==> src/rtl/midi_pkg.sv <==
// Constants and types shared by the MIDI note tracker and its note stack.
// Velocity storage exists only when MIDI_NOTE_TRACKER_VELOCITY_EN is defined.
package midi_pkg;

  localparam logic [3:0] NOTE_OFF = 4'h8;
  localparam logic [3:0] NOTE_ON  = 4'h9;
  localparam logic [3:0] CC       = 4'hB;
  localparam logic [3:0] PROG     = 4'hC;
  localparam logic [3:0] CHPRESS  = 4'hD;

  localparam logic [7:0] SYSEX_START      = 8'hF0;
  localparam logic [7:0] SYSEX_END        = 8'hF7;
  localparam logic [7:0] RT_MIN           = 8'hF8;
  localparam logic [6:0] CC_ALL_NOTES_OFF = 7'd123;

  typedef enum logic [1:0] {P_IDLE, P_DATA1, P_DATA2, P_SYSEX} parser_state_t;

  typedef struct packed {
    logic [6:0] note;
`ifdef MIDI_NOTE_TRACKER_VELOCITY_EN
    logic [6:0] velocity;
`endif
  } note_entry_t;

  function automatic logic has_two_data_bytes(input logic [3:0] status_hi);
    return !(status_hi == PROG || status_hi == CHPRESS);
  endfunction

endpackage

==> src/rtl/note_stack.sv <==
// Last-note-priority stack: index 0 is the oldest entry, count-1 the top.
// Push, remove and clear all complete in one cycle; next-state top/count are exported.
module note_stack
  import midi_pkg::*;
#(
  parameter int DEPTH = 4,
  localparam int CNT_W = $clog2(DEPTH + 1),
  localparam int IDX_W = $clog2(DEPTH)
) (
  input  logic              clk,
  input  logic              rst_n,
  input  logic              push_i,
  input  logic              remove_i,
  input  logic              clear_i,
  input  note_entry_t       entry_i,
  output note_entry_t       nxt_top_o,
  output logic [CNT_W-1:0]  nxt_count_o
);

  localparam logic [CNT_W-1:0] ONE  = CNT_W'(1);
  localparam logic [CNT_W-1:0] FULL = CNT_W'(DEPTH);

  note_entry_t      stack_q [DEPTH];
  note_entry_t      stack_d [DEPTH];
  logic [CNT_W-1:0] count_q, count_d;
  logic             hit, rem_en;
  logic [IDX_W-1:0] hit_idx, rem_idx;

  // NOTE: every variable gets a default at the top of always_comb so no path infers a latch.
  always_comb begin
    hit     = 1'b0;
    hit_idx = '0;
    for (int i = 0; i < DEPTH; i++) begin
      if (!hit && CNT_W'(i) < count_q && stack_q[i].note == entry_i.note) begin
        hit     = 1'b1;
        hit_idx = IDX_W'(i);
      end
    end

    // A push either re-orders an existing entry or, when full, evicts the oldest.
    rem_en  = 1'b0;
    rem_idx = '0;
    if (push_i) begin
      rem_en  = hit || (count_q == FULL);
      rem_idx = hit ? hit_idx : '0;
    end else if (remove_i) begin
      rem_en  = hit;
      rem_idx = hit_idx;
    end

    stack_d = stack_q;
    count_d = count_q;
    if (rem_en) begin
      for (int i = 0; i < DEPTH - 1; i++) begin
        if (IDX_W'(i) >= rem_idx) stack_d[i] = stack_q[i + 1];
      end
      count_d = count_q - ONE;
    end
    if (push_i) begin
      stack_d[IDX_W'(count_d)] = entry_i;
      count_d = count_d + ONE;
    end
    if (clear_i) count_d = '0;
  end

  assign nxt_count_o = count_d;
  assign nxt_top_o   = (count_d == '0) ? '0 : stack_d[IDX_W'(count_d - ONE)];

  // NOTE: nonblocking assignments for all clocked state, so every flop samples pre-edge values.
  always_ff @(posedge clk or negedge rst_n) begin
    if (!rst_n) count_q <= '0;
    else        count_q <= count_d;
  end

  // NOTE: entry storage is not reset; count_q alone decides which entries are meaningful.
  always_ff @(posedge clk) begin
    stack_q <= stack_d;
  end

endmodule

==> src/rtl/midi_note_tracker.sv <==
// MIDI byte parser feeding a last-note-priority stack; outputs follow the top held note.
// Define MIDI_NOTE_TRACKER_VELOCITY_EN to make amplitude track the top note's velocity.
module midi_note_tracker
  import midi_pkg::*;
#(
  parameter int CHANNEL = 0,
  parameter int DEPTH   = 4
) (
  input  logic                         clk,
  input  logic                         rst_n,
  input  logic [7:0]                   rx_data,
  input  logic                         rx_valid,
  output logic [7:0]                   midi_data,
  output logic                         midi_valid,
  output logic [7:0]                   amplitude,
  output logic [$clog2(DEPTH+1)-1:0]   held_count,
  output logic                         note_event
);

  localparam int CNT_W = $clog2(DEPTH + 1);

  parser_state_t    state_q;
  logic [7:0]       status_q;
  logic             rs_valid_q;
  logic [6:0]       data1_q;

  logic             is_rt, chan_ok, two_bytes;
  logic             push, remove, clear;
  note_entry_t      entry, nxt_top;
  logic [CNT_W-1:0] nxt_count;

  logic [7:0]       midi_data_q, midi_data_d, amplitude_q, amplitude_d;
  logic             midi_valid_q, midi_valid_d, note_event_q;
  logic [CNT_W-1:0] held_count_q;

  assign is_rt     = rx_data >= RT_MIN;
  assign two_bytes = has_two_data_bytes(status_q[7:4]);
  assign chan_ok   = (CHANNEL >= 16) || (status_q[3:0] == 4'(CHANNEL));

  // Stack commands are decoded from the byte that completes a two-byte message.
  always_comb begin
    push       = 1'b0;
    remove     = 1'b0;
    clear      = 1'b0;
    entry      = '0;
    entry.note = data1_q;
`ifdef MIDI_NOTE_TRACKER_VELOCITY_EN
    entry.velocity = rx_data[6:0];
`endif
    if (rx_valid && !rx_data[7] && state_q == P_DATA2 && chan_ok) begin
      case (status_q[7:4])
        NOTE_ON:  if (rx_data[6:0] != '0) push = 1'b1; else remove = 1'b1;
        NOTE_OFF: remove = 1'b1;
        CC:       clear  = (data1_q == CC_ALL_NOTES_OFF);
        default:  ;
      endcase
    end
  end

  note_stack #(.DEPTH(DEPTH)) u_stack (
    .clk         (clk),
    .rst_n       (rst_n),
    .push_i      (push),
    .remove_i    (remove),
    .clear_i     (clear),
    .entry_i     (entry),
    .nxt_top_o   (nxt_top),
    .nxt_count_o (nxt_count)
  );

  always_comb begin
    midi_valid_d = (nxt_count != '0);
    midi_data_d  = midi_valid_d ? {1'b0, nxt_top.note} : midi_data_q;
`ifdef MIDI_NOTE_TRACKER_VELOCITY_EN
    amplitude_d  = midi_valid_d ? {nxt_top.velocity, nxt_top.velocity[6]} : amplitude_q;
`else
    amplitude_d  = midi_valid_d ? 8'hFF : amplitude_q;
`endif
  end

  always_ff @(posedge clk or negedge rst_n) begin
    if (!rst_n) begin
      state_q      <= P_IDLE;
      status_q     <= '0;
      rs_valid_q   <= 1'b0;
      data1_q      <= '0;
      midi_data_q  <= '0;
      midi_valid_q <= 1'b0;
      amplitude_q  <= '0;
      held_count_q <= '0;
      note_event_q <= 1'b0;
    end else begin
      if (rx_valid && !is_rt) begin
        if (rx_data[7]) begin
          if (rx_data == SYSEX_START) begin
            state_q    <= P_SYSEX;
            rs_valid_q <= 1'b0;
          end else if (rx_data > SYSEX_START) begin
            state_q    <= P_IDLE;
            rs_valid_q <= 1'b0;
          end else begin
            status_q   <= rx_data;
            rs_valid_q <= 1'b1;
            state_q    <= P_DATA1;
          end
        end else begin
          case (state_q)
            P_IDLE, P_DATA1: begin
              // In IDLE a data byte resumes the stored running status, if any.
              if (state_q == P_DATA1 || rs_valid_q) begin
                if (two_bytes) begin
                  data1_q <= rx_data[6:0];
                  state_q <= P_DATA2;
                end else begin
                  state_q <= P_IDLE;
                end
              end
            end
            P_DATA2: state_q <= P_IDLE;
            default: ;
          endcase
        end
      end
      midi_data_q  <= midi_data_d;
      midi_valid_q <= midi_valid_d;
      amplitude_q  <= amplitude_d;
      held_count_q <= nxt_count;
      note_event_q <= (midi_data_d != midi_data_q) || (midi_valid_d != midi_valid_q);
    end
  end

  assign midi_data  = midi_data_q;
  assign midi_valid = midi_valid_q;
  assign amplitude  = amplitude_q;
  assign held_count = held_count_q;
  assign note_event = note_event_q;

endmodule
==> config.mk <==
export PLATFORM = sky130hd
export DESIGN_NAME = midi_note_tracker
export DESIGN_NICKNAME = d
export VERILOG_FILES = /design/src/rtl/midi_pkg.sv /design/src/rtl/note_stack.sv /design/src/rtl/midi_note_tracker.sv
export SDC_FILE = /design/constraint.sdc
export NUM_CORES = 1
export LEC_CHECK = 0
export ABC_AREA = 0
export ABC_CLOCK_PERIOD_IN_PS = 7850
export CORE_AREA = 10 10 91 93
export DETAILED_ROUTE_END_ITERATION = 10
export DIE_AREA = 0 0 101 103
export HOLD_SLACK_MARGIN = 0.03
export PLACE_DENSITY = 0.78
export SLEW_MARGIN = 20
export SYNTH_ARGS = -nofsm -noshare
export SYNTH_HDL_FRONTEND = slang
export SYNTH_SLANG_ARGS = --single-unit
==> constraint.sdc <==
create_clock -name clk -period 7.85 [get_ports clk]
set_input_delay 1.1775 -clock clk [delete_from_list [all_inputs] [get_ports clk]]
set_output_delay 1.1775 -clock clk [all_outputs]
set_load 0.02 [all_outputs]
Yosys cells after proc, flatten, opt, wreduce, memory -nomap -nowiden
Index checks and enable logic that the tools add are counted.
Storage, ports and cells
  register bits after elaboration: 60
  output and inout bits: 21
  word-level logic and storage cells: 127
Operators by class
  add/subtract/negate cells: 3
  $lt $le $gt $ge: 12
  eq/ne operators: 17
  multiplexer cells: 44
  bitwise operators: 6
  reduce and logical (&&, ||, !) cells: 32
Operator list (number)
  2-to-1 mux 7 bit: 7
  bitwise mux 28 bit: 1
  equality test 7 bit: 4
  2-to-1 mux 28 bit: 1
  2-to-1 mux 21 bit: 1
  equality test 4 bit, second input constant: 5
  2-to-1 mux 2 bit: 9
  2-to-1 mux 1 bit: 17
  binary-select mux 7 bit (select 2 bit): 1
  demux 7 bit (select 2 bit): 1
  logical AND 1 bit: 12
  2-to-1 mux 3 bit: 3
  equality test 8 bit, second input constant: 1
  >= comparator 8 bit, second input constant: 1
  greater-than comparator 8 bit, second input constant: 1
  2-to-1 mux 8 bit: 1
  inequality test 8 bit: 1
  equality test 7 bit, second input constant: 1
  nonzero test 7 bit: 1
  >= comparator 3 bit, second input constant: 2
  < comparator 1 x 3 -> 1 bit, first input constant: 2
  < comparator 2 x 3 -> 1 bit, first input constant: 2
  inverter 2 -> 3 bit: 2
  nonzero test 3 bit: 2
  other kinds (24): 35

Depth between registers and ports, before layout
Gate-level depths: netlist (run 1).
  depth in word-level cells: 32
  gate-level depth with buffers: 20
  gate-level depth less buffers: 20

Hierarchy
A second synthesis (run 1) with hierarchy kept.
Second synthesis, totals
  cell total of the unflattened synthesis: 372
  area, all modules: 3713.6 sq um
Modules (own cells, without submodules)
  note_stack: times used 1, cells each 245, area each 2254.7 sq um
  midi_note_tracker: times used 1, cells each 127, area each 1458.9 sq um

Worst setup path after synthesis (run 1)
Ideal clock, no wire load.
  kind: input to register
  from: input rx_data[1]
  to: register note_event_q, in the netlist note_event
  setup time: 131 ps
  arrival: 4400 ps
  data required time: 7719 ps
  slack: 3320 ps
  stages: 17
  buffers on the path: 1
  cells stage by stage: or4_4 o2111ai_2 o21ai_2 o21ai_0 nor2_1 a21oi_1 inv_1 ha_1 nand2_1 clkbuf_1 o21ai_0 o21a_1 mux2_2 xnor2_1 o211ai_1 a22oi_2 a31oi_1
RTL lines
  start: declaration: RTL line midi_note_tracker.sv:11  | input logic [7:0] rx_data,
  end signal: assignment: RTL line midi_note_tracker.sv:128  | note_event_q <= (midi_data_d != midi_data_q) || (midi_valid_d != midi_valid_q);
  end: declaration: RTL line midi_note_tracker.sv:33  | logic midi_valid_q, midi_valid_d, note_event_q;

Worst setup path in the final report (run 1)
  from: input rx_data[7]
  to: register note_event_q, in the netlist note_event
Between the ends
  word-level cells in the longest chain between the ends: 22
  elaborated cells on any way between the ends: 42
Ends and longest elaborated chain
  zero test 1 bit *: RTL line midi_note_tracker.sv:50  | if (rx_valid && !rx_data[7] && state_q == P_DATA2 && chan_ok) begin
  logical AND 1 bit * (3 in a row): RTL line midi_note_tracker.sv:50
  2-to-1 mux 1 bit: RTL line midi_note_tracker.sv:50
  2-to-1 mux 1 bit: RTL line note_stack.sv:46  | end else if (remove_i) begin
  2-to-1 mux 1 bit: RTL line note_stack.sv:43  | if (push_i) begin
  2-to-1 mux 3 bit: RTL line note_stack.sv:53  | if (rem_en) begin
  inverter 2 -> 3 bit (not written as such): RTL line note_stack.sv:60  | stack_d[IDX_W'(count_d)] = entry_i;
  >= comparator 3 bit (not written as such) or < comparator 3 x 1 -> 1 bit (tied branches): RTL line note_stack.sv:60
  [3 not listed]
  bitwise mux 28 bit: RTL line note_stack.sv:60
  2-to-1 mux 28 bit: RTL line note_stack.sv:59  | if (push_i) begin
  binary-select mux 7 bit (select 2 bit): RTL line note_stack.sv:67  | assign nxt_top_o = (count_d == '0) ? '0 : stack_d[IDX_W'(count_d - ONE)];
  2-to-1 mux 7 bit (not written as such) (2 in a row): RTL line note_stack.sv:67
  2-to-1 mux 7 bit: RTL line note_stack.sv:67
  2-to-1 mux 8 bit: RTL line midi_note_tracker.sv:73  | midi_data_d = midi_valid_d ? {1'b0, nxt_top.note} : midi_data_q;
  inequality test 8 bit: RTL line midi_note_tracker.sv:128
  logical OR 1 bit *: RTL line midi_note_tracker.sv:128
Mark *: on every way between the ends. The rest lies on a longest branch, timed or not. The select of a mux whose other input is x is not followed.
A chain may end at the register's enable or synchronous reset.

==> impl_metrics.ini, run 1 <==
[place]
portBuffers = 31
place_ws_ps = 2370
dpl.hpwl_um = 6890
gp_congestion = 0.918

[power]
ir_drop_mv = 0.156
p_leak_nw = 1.83
total_power_w = 0.000869
p_per_area_nw_per_um2 = 205

[synthesis]
yosysTopAreaCell = dfrtp_1
netlist_top_cells_area = dfrtp_1 21%, dfxtp_1 15%, mux2_2 6.9%
post-synth-top-count-cell = nor2_1
ys_ff_latch = 60
synth_edf_count = 0
synth.distinct_cells = 69
syn_nets = 408
synth_cells = 389
synth_seq_area_share = 0.361
netlist_area_um2 = 3770
yosys_most_used_dff = dfrtp_1
synth-async-reset-ratio = 0.533
synth_common_cells = 34 x nor2_1, 32 x dfrtp_1, 28 x dfxtp_1, 26 x a21oi_1, 26 x nand2_1
syn_area_per_cell_um2 = 9.69
synth-warning-count = 0
yosysTopAreaCellShare = 0.212

[cells_and_area]
diodes = 0
nets = 430
area_growth_pct = 12.5
drive_gt1_frac = 0.154

[critical_path]
required_ps = 8070
crit_fanout = 13
crit_path_start_kind = input pin
slowest_delay_ps = 550
path_cells = clkdlybuf4s50_1, nor2b_1, nand3_1, nor2_1, o21ai_0, a21oi_1, inv_1, ha_1, nand2_1, o21ai_0, nand2_1, ha_1, inv_1, mux4_2, xor2_1, nor3_1, a31oi_1
crit_type = in -> reg
cp-end-kind = flip-flop
slowest_stage = clkdlybuf4s50_1
cp.arrival_ps = 5400

[die]
io_pins = 32
start_util = 0.574
die_area_um2 = 10400
coreArea_um2 = 6570
die_w_um = 101
core.rowCount = 30
die_y_um = 103

[cts]
htree_levels = 3
path_clk_slew_ps = 70
clk_latency_ps = 340
numCtsBuffers = 9
clockRootBuffer = clkbuf_8
cts_max_path_buffers = 2
cts_resized = 0
cts_hold_buf = 0
clock_sinks = 60
cts_tree = yes
post_cts_buffers = 0

[grt]
grtUsageTotal = 0.187
grt_max_degree = 33
grt_pass1_vias = 2986
antenna_found_initial = 0
grt_overflow = 0
grt_pass1_wl_um = 15400

[job]
maxCapViolations = 0

[drt]
postRouteAntennaNets = 0
drc = 0
drt_iter0_drc = 273
routed_wl_um = 9390
vias_per_cell = 6.20
via_count = 3075
firstDrtPassIters = 5
routedWlPerCell_um = 18.9

[timing]
slew_headroom = 0.423
max_freq_ghz = 0.193
rsz0062_at_grt = false
hold-worst-slack_ps = 530
worst_pin_slew_ps = 864
setup_viol = 0
fin_crit_sh = 0.659
min_period_ps = 5180
skew_ps = 6.05
final.setup.tns_ps = 0
setup_ws_ps = 2670
final_max_slew_viol_count = 0
finalHoldViolCount = 0

[run_status]
status = finished clean

[worst_hold_path]
hold_path.class = reg -> reg
[per-layer routing]
metal,GRT usage,vias to the layer above,wire [um]
met2,0.296,123,4460
met3,0.0710,18,827
li1,-,1440,-
met4,0.0729,0,185
met1,0.223,1494,3920
met5,0,-,0
[where the power goes]
group	leakage (nW)	total, W	switching (W)	internal [W]
sequential	0.613	0.000412	0.0000769	0.000336
clock	0.102	0.000287	0.000125	0.000163
combinational	1.12	0.000169	0.0000781	0.0000912
[flip-flops by register name, indices dropped and copies added (netlist names)]
register,cells
midi_data,8
u_stack.count_q,3
note_event,1
amplitude,1
rs_valid_q,1
status_q,8
midi_valid,1
data1_q,7
u_stack.stack_q,28
state_q,2
[final cells by class]
cell class,instances,area (um^2)
multi-input cells,289,2180
fillers,522,2330
well taps,80,100
clock buffers,12,155
clock inverters,4,47.5
repair buffers,34,333
inverters,17,63.8
flip-flops and latches,60,1360
[critical path: cells and delay by family]
kind	cells	cell delay, ps
and+or+nand+nor	6	1190
adders and majority gates	2	800
buffers and inverters	3	840
AOI/OAI and AO/OA	4	880
xor gates and xnor gates	1	160
muxes	1	350
[per-stage QoR]
step | std cells | instance area, um^2 | utilization
global placement | 480 | 4040 | 0.615
finish | 496 | 4240 | 0.646
global route | 496 | 4240 | 0.646
detailed placement | 480 | 4040 | 0.615
floorplan | 389 | 3770 | -
CTS | 496 | 4240 | 0.646
[path summary, 6_finish.rpt]
kind / slack (ps) / cells after the start / to / startpoint
max: 2670 / 17 / note_event$_DFF_PN0_ / rx_data[7]
min: 530 / 1 / rs_valid_q$_DFFE_PN0P_ / rs_valid_q$_DFFE_PN0P_
max reg2reg: 3250 / 17 / note_event$_DFF_PN0_ / data1_q[4]$_DFFE_PN0P_
min reg2reg: 530 / 1 / rs_valid_q$_DFFE_PN0P_ / rs_valid_q$_DFFE_PN0P_
max in group asynchronous: 6290 / 2 / u_stack.count_q[0]$_DFF_PN0_ / rst_n
min in group asynchronous: 1240 / 2 / state_q[0]$_DFFE_PN0P_ / rst_n
[logic make-up after synthesis]
kind of cell | after synthesis | share of synthesized area
AO/OA/AOI/OAI | 80 | 0.149
AND/OR/NAND/NOR | 114 | 0.171
adder cells (fa/ha/maj) | 8 | 0.0266
multiplexers | 50 | 0.145
buffers and inverters | 40 | 0.0607
XOR/XNOR | 37 | 0.0860
flip-flops | 60 | 0.361
[cell usage in the layout, fill, tap and decap left out, types with 3 or more instances in the layout]
cell	instances
dfrtp_1	32
a21o_1	3
a21oi_1	26
nand2b_1	4
inv_1	16
nor3_1	5
xor2_1	13
clkdlybuf4s50_1	31
dfxtp_1	28
ha_1	8
buf_4	3
nand4b_1	3
clkbuf_8	11
o21ai_0	12
nor4b_1	3
o211ai_1	3
xnor2_1	24
nor2_1	34
o22a_1	5
nand4_1	6
mux2i_1	24
and3_1	3
o21a_1	3
nand3_1	7
mux2_2	23
nand2_1	26
or3_1	3
Power figures use the tool's default switching activity.
==> run 2: changes to the inputs <==
--- a/config.mk
+++ b/config.mk
@@ -6,12 +6,12 @@
 export NUM_CORES = 1
 export LEC_CHECK = 0
 export ABC_AREA = 0
-export ABC_CLOCK_PERIOD_IN_PS = 7850
-export CORE_AREA = 10 10 91 93
+export ABC_CLOCK_PERIOD_IN_PS = 4750
+export CORE_AREA = 10 10 96 98
 export DETAILED_ROUTE_END_ITERATION = 10
-export DIE_AREA = 0 0 101 103
+export DIE_AREA = 0 0 106 108
 export HOLD_SLACK_MARGIN = 0.03
-export PLACE_DENSITY = 0.78
+export PLACE_DENSITY = 0.73
 export SLEW_MARGIN = 20
 export SYNTH_ARGS = -nofsm -noshare
 export SYNTH_HDL_FRONTEND = slang
==> constraint.sdc (replaced) <==
create_clock -name clk -period 4.75 [get_ports clk]
set_input_delay 0.7125 -clock clk [delete_from_list [all_inputs] [get_ports clk]]
set_output_delay 0.7125 -clock clk [all_outputs]
set_load 0.02 [all_outputs]
==> run 2 against run 1 <==
Effect of this change:
- total power rose by 59%
- design area rose by 2.2%
- critical path depth did not move
- largest power group unchanged
- non-clock buffer count rose by 13
- combinational power rose by 70%
- critical endpoint unchanged
- clock power rose by 44%
- cell count rose by 7.1%
- setup slack got worse by 2200 ps
- highest routed layer unchanged
- critical path type unchanged
- sequential share of layout area fell by 0.69 points
- largest cell class unchanged
- sequential power rose by 66%
==> impl_metrics.ini, run 2 (synthesis results as in run 1) <==
[drt]
firstDrtPassIters = 5
routedWlPerCell_um = 17.6
via_count = 3035
drc = 0
postRouteAntennaNets = 0
vias_per_cell = 5.72
routed_wl_um = 9320
drt_iter0_drc = 193

[cells_and_area]
final_common_cell = nor2_1
design_area_um2 = 4330
nets = 443
area_growth_pct = 14.9
layout_common_cells = 34 x nor2_1, 32 x dfrtp_1, 31 x clkdlybuf4s50_1
drive_gt1_frac = 0.177
regMostFlops = u_stack.stack_q
largest_register_ffs = 28
nFillCells = 654
diodes = 0
final_util = 0.582

[grt]
grtUsageTotal = 0.169
grt_pass1_wl_um = 15500
grt_most_used_layer = met2
antenna_found_initial = 0
grt_max_degree = 33
grtUsageMet2 = 0.259
use_met3 = 0.0393
grt_overflow = 0
grt_util_met1 = 0.221
grt_pass1_vias = 2996

[critical_path]
r2r_start = data1_q[4]$_DFFE_PN0P_
crit_path_start_kind = input pin
slowest_stage = or4_4
crit_fanout = 7
cp.arrival_ps = 4510
crit_buf_inv = 3
path_cells = clkdlybuf4s50_1, or4_4, o2111ai_2, o21ai_2, o21ai_0, buf_4, xnor2_1, inv_1, ha_1, nand2_1, o21ai_0, a21oi_1, o31ai_1, o21ai_0, a21oi_1, a32o_1, a31oi_1
crit_top_cell = o21ai_0
cp-end-kind = flip-flop
reg2reg_depth = 17
critical_path.top_delay_family = compound AO/OA/AOI/OAI gates
slowest_delay_ps = 590
crit_type = in -> reg
required_ps = 4970
r2r_slack_ps = 530
rr_endpoint = note_event$_DFF_PN0_

[place]
gp_congestion = 0.903
dpl.hpwl_um = 7080
portBuffers = 31
place_ws_ps = 154
dpl_cell_area_um2 = 4160

[power]
p_int_w = 0.000914
switching_share = 0.341
ir_drop_mv = 0.225
p_per_area_nw_per_um2 = 320
netSwitchingPower_w = 0.000472
total_power_w = 0.00139
p_leak_nw = 1.87
clkPwrFrac = 0.298
power_frac_seq = 0.495
p_comb_frac = 0.207

[timing]
final.setup.tns_ps = 0
min_period_ps = 4290
setup_viol = 0
rsz0062_at_grt = false
slew_headroom = 0.430
final_max_slew_viol_count = 0
worst_pin_slew_ps = 855
setup_ws_ps = 464
skew_ps = 9.80
max_freq_ghz = 0.233
fin_crit_sh = 0.902
finalHoldViolCount = 0

[die]
die_area_um2 = 11400
io_pins = 32
start_util = 0.506
core.rowCount = 32
coreArea_um2 = 7450
die_w_um = 106
die_y_um = 108

[cts]
path_clk_slew_ps = 70
numCtsBuffers = 9
cts_tree = yes
cts_resized = 0
clk_latency_ps = 340
clock_sinks = 60
clockRootBuffer = clkbuf_8
htree_levels = 3
post_cts_buffers = 0
cts_hold_buf = 0
cts_max_path_buffers = 2

[worst_hold_path]
hold_end = midi_data[7]$_DFF_PN0_
worstHoldPathCells = 2
hold_start = midi_data[7]$_DFF_PN0_
hold_path.class = reg -> reg

[run_status]
status = finished clean

[job]
maxCapViolations = 0
## run 2: cell types whose count changed in the layout (fill, tap and decap cells not counted)
cell and delta:
clkbuf_1 +1, clkbuf_8 -1, clkinvlp_4 +1, bufinv_16 -1, buf_4 +13
## run 2: final cells by class
cell class | instances | area (um^2) | area share
clock buffer | 12 | 145 | 0.0335
clock inverter | 4 | 25.0 | 0.00578
inverter | 17 | 63.8 | 0.0147
multi-input combinational | 289 | 2180 | 0.503
sequential | 60 | 1360 | 0.314
tap | 102 | 128 | 0.0295
timing repair buffer | 47 | 430 | 0.0993
## run 2: power by group through the flow
stage,logic [W],registers [W],clock network [W]
floorplan,0.000309,0.000600,0
global placement,0.000283,0.000691,0
detailed placement,0.000285,0.000694,0
CTS,0.000287,0.000682,0.000419
global route,0.000315,0.000695,0.000439
finish,0.000287,0.000685,0.000413
## run 2: worst max path at each step
stage / startpoint / slack (ps) / endpoint / cells past startpoint
2_1_floorplan: rx_data[1] / 680 / note_event$_DFF_PN0_ / 17
3_3_place_gp: rx_data[1] / 220 / note_event$_DFF_PN0_ / 16
3_5_place_dp: rx_data[1] / 150 / note_event$_DFF_PN0_ / 17
4_1_cts: rx_data[1] / 530 / note_event$_DFF_PN0_ / 17
5_1_grt: rx_data[1] / 140 / note_event$_DFF_PN0_ / 17
6_report: rx_data[1] / 460 / note_event$_DFF_PN0_ / 17
## run 2: per-layer routing
metal	wire (um)	share of wire
met4	219	0.023
met1	4310	0.46
met5	0	0
met2	4190	0.45
met3	597	0.064
## run 2: worst register-to-register path, delay by kind of cell (launching register included)
family	cells	cell delay, ps
adders and majority gates	1	210
and+or+nand+nor	4	1170
AOI/OAI and AO/OA	8	1500
xor gates and xnor gates	2	380
buffers and inverters	2	280
DFF	1	550
## run 2: metrics by stage
stage / cells / hold slack (ps)
after floorplan: 389 / 417
after global placement: 515 / 500
after detailed placement: 515 / 525
after CTS: 531 / 543
after global routing: 531 / 562
final: 531 / 543
==> RTL change 1: new RTL, flow settings as in run 2 <==
`DEPTH` is set to 4 in 2 places; all go to 2.
--- a/src/rtl/note_stack.sv
+++ b/src/rtl/note_stack.sv
@@ -3,7 +3,7 @@
 module note_stack
   import midi_pkg::*;
 #(
-  parameter int DEPTH = 4,
+  parameter int DEPTH = 2,
   localparam int CNT_W = $clog2(DEPTH + 1),
   localparam int IDX_W = $clog2(DEPTH)
 ) (
--- a/src/rtl/midi_note_tracker.sv
+++ b/src/rtl/midi_note_tracker.sv
@@ -4,7 +4,7 @@
   import midi_pkg::*;
 #(
   parameter int CHANNEL = 0,
-  parameter int DEPTH   = 4
+  parameter int DEPTH   = 2
 ) (
   input  logic                         clk,
   input  logic                         rst_n,
Interface: changed (resized held_count); port bits go from 32 to 31. No check against the original RTL was run, so the function may have changed too.
==> RTL change 1 against run 2 <==
Synthesized area fell by 32%. Non-clock buffer count fell by 16. Sequential cell count fell by 15. Routed wire length fell by 39%. Cell area fell by 31%. Setup slack improved by 0.60 ns. Global-route usage fell by 6.9 points. Total power fell by 19%.
==> RTL change 1: results (changes against run 2) <==
STA
  • Worst slew pin tran: 0.6309 ns (-0.2245 ns)
  • Worst hold slack: 0.5197 ns (-0.02316 ns)
  • Peak Freq: 0.2716 GHz (+16%)
  • Clock skew: 0.005059 ns (-0.004746 ns)

Global route
  • Largest net degree at the start of global routing: 32 (-3.0%)
  • Grt met1 use: 0.1246 (-0.09642)
  • Met2 Resource Use GR: 0.1683 (-0.09055)
  • Global-route wire length before repair: 9528 um (-38%)
  • All-Layer GR Usage: 0.09971 (-0.06912)

Worst setup path
  • Max FO, Critical Path: 14 (+7)
  • Cells on worst reg2reg path: 11 (-6)
  • Register-to-register setup slack: 1.33 ns (+0.80 ns)

Synthesis
  • Synth cell types: 57 (-17%)
  • Largest cells by area after synthesis: dfrtp_1 (30%), dfxtp_1 (11%), mux2_2 (9.2%), mux2i_1 (5.5%), xor2_1 (4.1%)
  • Post-synthesis mux area share: 0.1766 (+0.03158)
  • XOR/XNOR share of the synthesized area: 0.05822 (-0.02774)
  • Synth Area in Compound Gates: 0.1208 (-0.02851)
  • Adder-Cell Fraction of Synth Area: 0.01468 (-0.01187)
  • Register area share after synthesis: 0.4129 (+0.05181)
  • Commonest cells post-synth: dfrtp_1 (31), mux2_2 (21), nand2_1 (17)
  • Post-Syn Nets: 255 (-38%)
  • Async SR Flop Fraction: 0.6889 (+0.1556)
  • Avg Inst Size Synth: 10.61 um^2 (+9.5%)

Routing
  • Via Count: 1,908 (-37%)
  • WL met3: 153 um (-74%)
  • Initial DRC count: 142 (-26%)
  • Met2 WL: 2788 um (-33%)
  • DR pass1 iterations: 4 (-1)
  • Met1 WL: 2592 um (-40%)

Place
  • Placed instance count: 363 (-30%)
  • Pre-CTS WS: 0.7602 ns (+0.6058 ns)
  • Placer Congestion: 0.8124 (-10%)
  • Port Buffers: 30 (-3.2%)
  • DP HPWL: 4284 um (-39%)

Status
  • Status: finished, final reports clean

Worst hold path
  • Min-Delay Endpoint: status_q[7]

Clocking
  • Total CTS buffers: 5 (-4)

Finish
  • Nets: 282 (-36%)
  • Layout cell share with drive strength beyond 1: 0.1747 (-0.002435)

Pwr
  • Cell leakage power: 1.280 nW (-32%)
  • Switching Power: 0.0003912 W (-17%)
## RTL change 1: cell count changes after synthesis, sizes merged, moves of 5 or more
| cell | delta |
|---|---|
| nand2 | -11 |
| buf | -11 |
| a21oi | -20 |
| nor2 | -25 |
| o21ai | -7 |
| nor4b | -5 |
| ha | -5 |
| mux2i | -11 |
| dfxtp | -14 |
| xnor2 | -19 |
## RTL change 1: power by group through the flow
stage	Clock, W	Combinational (W)	Sequential, W
4_1_cts	0.000241	0.000352	0.000536
5_1_grt	0.000259	0.000386	0.000548
3_3_place_gp	0	0.000346	0.000543
6_report	0.000234	0.000350	0.000536
3_5_place_dp	0	0.000350	0.000544
2_1_floorplan	0	0.000236	0.000539
## RTL change 1: final cells by class
type / count / area [um^2]
sequential: 45 / 1056
clock buffer: 5 / 68.82
inverter: 15 / 58.81
fill: 735 / 4459
timing repair buffer: 31 / 307.8
clock inverter: 3 / 17.52
tap: 102 / 127.6
multi-input combinational: 170 / 1351
==> RTL change 2: new RTL, config.mk and constraints of run 2 <==
Made on the original files. Make the reset (`rst_n`) synchronous in 2 clocked blocks.
--- a/src/rtl/note_stack.sv
+++ b/src/rtl/note_stack.sv
@@ -67,7 +67,7 @@
   assign nxt_top_o   = (count_d == '0) ? '0 : stack_d[IDX_W'(count_d - ONE)];
 
   // NOTE: nonblocking assignments for all clocked state, so every flop samples pre-edge values.
-  always_ff @(posedge clk or negedge rst_n) begin
+  always_ff @(posedge clk) begin
     if (!rst_n) count_q <= '0;
     else        count_q <= count_d;
   end
--- a/src/rtl/midi_note_tracker.sv
+++ b/src/rtl/midi_note_tracker.sv
@@ -78,7 +78,7 @@
 `endif
   end
 
-  always_ff @(posedge clk or negedge rst_n) begin
+  always_ff @(posedge clk) begin
     if (!rst_n) begin
       state_q      <= P_IDLE;
       status_q     <= '0;
Function: differs if rst_n is asserted again (counterexample within 4 cycles, from zero or initial values and one cycle with rst_n low); with rst_n held inactive, the same outputs for 4 cycles.
==> RTL change 2 against run 2 <==
Critical path depth grew 2. Sequential share of layout area fell by 5.0 points. Routed wire length grew 18%. Clock skew decreased by 0.0022 ns. Non-clock buffer count increased by 15. Sequential cell count did not move. Setup slack got worse by 0.20 ns. Cell area increased by 4.8%. Global-route usage is 2.5 points higher. Synthesized area is 0.33% higher.
Power is not compared: it rests on default switching activity, and its combinational part moved more than twofold at a synthesized area within 25%.
==> RTL change 2: results (changes against run 2) <==
Routing
  • Met1 WL: 4882 um (+13%)
  • Drt via density: 5.987 (+4.7%)
  • Drt wl/cell: 18.19 um (+3.6%)
  • Met2 WL: 4738 um (+13%)
  • Initial DRC count: 390 (+100%)
  • WL met3: 1021 um (+71%)

Synthesis
  • Synth cell types: 68 (-1.4%)
  • Post-synthesis mux area share: 0.1045 (-0.04051)
  • Adder-Cell Fraction of Synth Area: 0.02646 (-0.00008783)
  • Largest cells by area after synthesis: dfxtp_1 (32%), mux2i_1 (6.9%), nand2_1 (5.2%), nor2_1 (5.1%), xnor2_1 (4.4%)
  • YS warnings: 0 (unchanged)
  • Ys flop type: dfxtp_1
  • Register area share after synthesis: 0.3176 (-0.04354)
  • Post-Syn Nets: 467 (+14%)
  • Commonest cells post-synth: dfxtp_1 (60), nand2_1 (52), nor2_1 (51)
  • Synth Area in Compound Gates: 0.1624 (+0.01307)
  • XOR/XNOR share of the synthesized area: 0.07641 (-0.009547)
  • Async SR Flop Fraction: 0 (-0.5333)
  • Avg Inst Size Synth: 8.443 um^2 (-13%)
  • Post-synth top area share: 0.3176 (+0.1052)

Finish
  • Nets: 515 (+16%)
  • Layout cell share with drive strength beyond 1: 0.1537 (-0.02346)
  • Filler Cells Inserted: 655 (+0.15%)
  • Number of flip-flops under the largest register name: 28 (unchanged)
  • Final Non-Filler Cells: 603 (+14%)

Worst setup path
  • CP arrival: 4.71 ns (+0.20 ns)
  • Max FO, Critical Path: 5 (-2)
  • Critical path's slowest cell: or4b_4
  • R2r startpoint: u_stack.count_q[2]
  • Delay-heaviest family, CP: simple AND/OR/NAND/NOR gates
  • Worst setup startpoint: rx_valid
  • Reg2reg end: note_event
  • Cells on worst reg2reg path: 18 (+1)
  • Register-to-register setup slack: 0.31 ns (-0.22 ns)
  • Max incr delay on CP: 0.51 ns (-0.08 ns)

Status
  • Status: finished, final reports clean

Worst hold path
  • Worst Min Path Start: midi_data[2]
  • Min-Delay Endpoint: midi_data[2]

STA
  • Clock skew: 0.007604 ns (-0.002201 ns)
  • Worst slew pin tran: 1.051 ns (+0.1952 ns)
  • Worst hold slack: 0.4793 ns (-0.06358 ns)

Global route
  • Largest net degree at the start of global routing: 28 (-15%)
  • Vias in the first global route: 3,421 (+14%)
  • All-Layer GR Usage: 0.1938 (+0.02500)
  • Global-route wire length before repair: 17,860 um (+15%)

Clocking
  • Clock Latency Late Sink: 0.34 ns (about the same)
  • PostCTS Resize Cnt: 0 (unchanged)

Place
  • Placer Congestion: 1.001 (+11%)
  • Placed instance count: 587 (+14%)
  • DP Area: 4327 um^2 (+3.9%)
  • DP HPWL: 8584 um (+21%)
==> RTL change 2: cell count changes after synthesis, moves of 5 or more <==
| cell | run 2 | this run |
|---|---|---|
| xnor2_1 | 24 | 19 |
| dfxtp_1 | 28 | 60 |
| buf_6 | 5 | 0 |
| nor3_1 | 5 | 13 |
| nand2_1 | 26 | 52 |
| dfrtp_1 | 32 | 0 |
| buf_2 | 6 | 12 |
| o22ai_1 | 0 | 5 |
| nor4_1 | 1 | 7 |
| mux2_2 | 23 | 8 |
| nor2_1 | 34 | 51 |
==> RTL change 2: worst max-delay path by stage <==
stage	endpoint	slack, ns	cells past startpoint
after global placement	note_event	0.09	19
after CTS	note_event	0.23	18
after floorplan	note_event	0.38	20
final	note_event	0.26	19
after global routing	note_event	0.01	19
after detailed placement	note_event	0.06	19
==> RTL change 2: cell type report <==
cell class / instances / area, um^2 / share of cell area
Clock inverter: 4 / 47.55 / 0.01047
Timing Repair Buffer: 62 / 555.5 / 0.1223
Clock buffer: 12 / 155.1 / 0.03417
Sequential cell: 60 / 1201 / 0.2645
Tap cell: 102 / 127.6 / 0.02811
Inverter: 16 / 60.06 / 0.01323
Multi-Input combinational cell: 347 / 2394 / 0.5271
==> RTL change 2: power breakdown <==
| group | switching, W | total [W] | leakage [nW] | internal (W) |
|---|---|---|---|---|
| Clock | 0.000213 | 0.000482 | 0.102 | 0.000270 |
| Combinational | 0.0000384 | 0.0000729 | 1.29 | 0.0000345 |
| Sequential | 0.0000143 | 0.000525 | 0.485 | 0.000511 |
| Total | 0.000265 | 0.00108 | 1.88 | 0.000815 |
==> RTL change 2: metal layers <==
metal / up-vias / GRT usage
met5: - / 0
met4: 0 / 0.07447
met3: 29 / 0.06187
met2: 183 / 0.2933
met1: 1688 / 0.2527
li1: 1710 / -
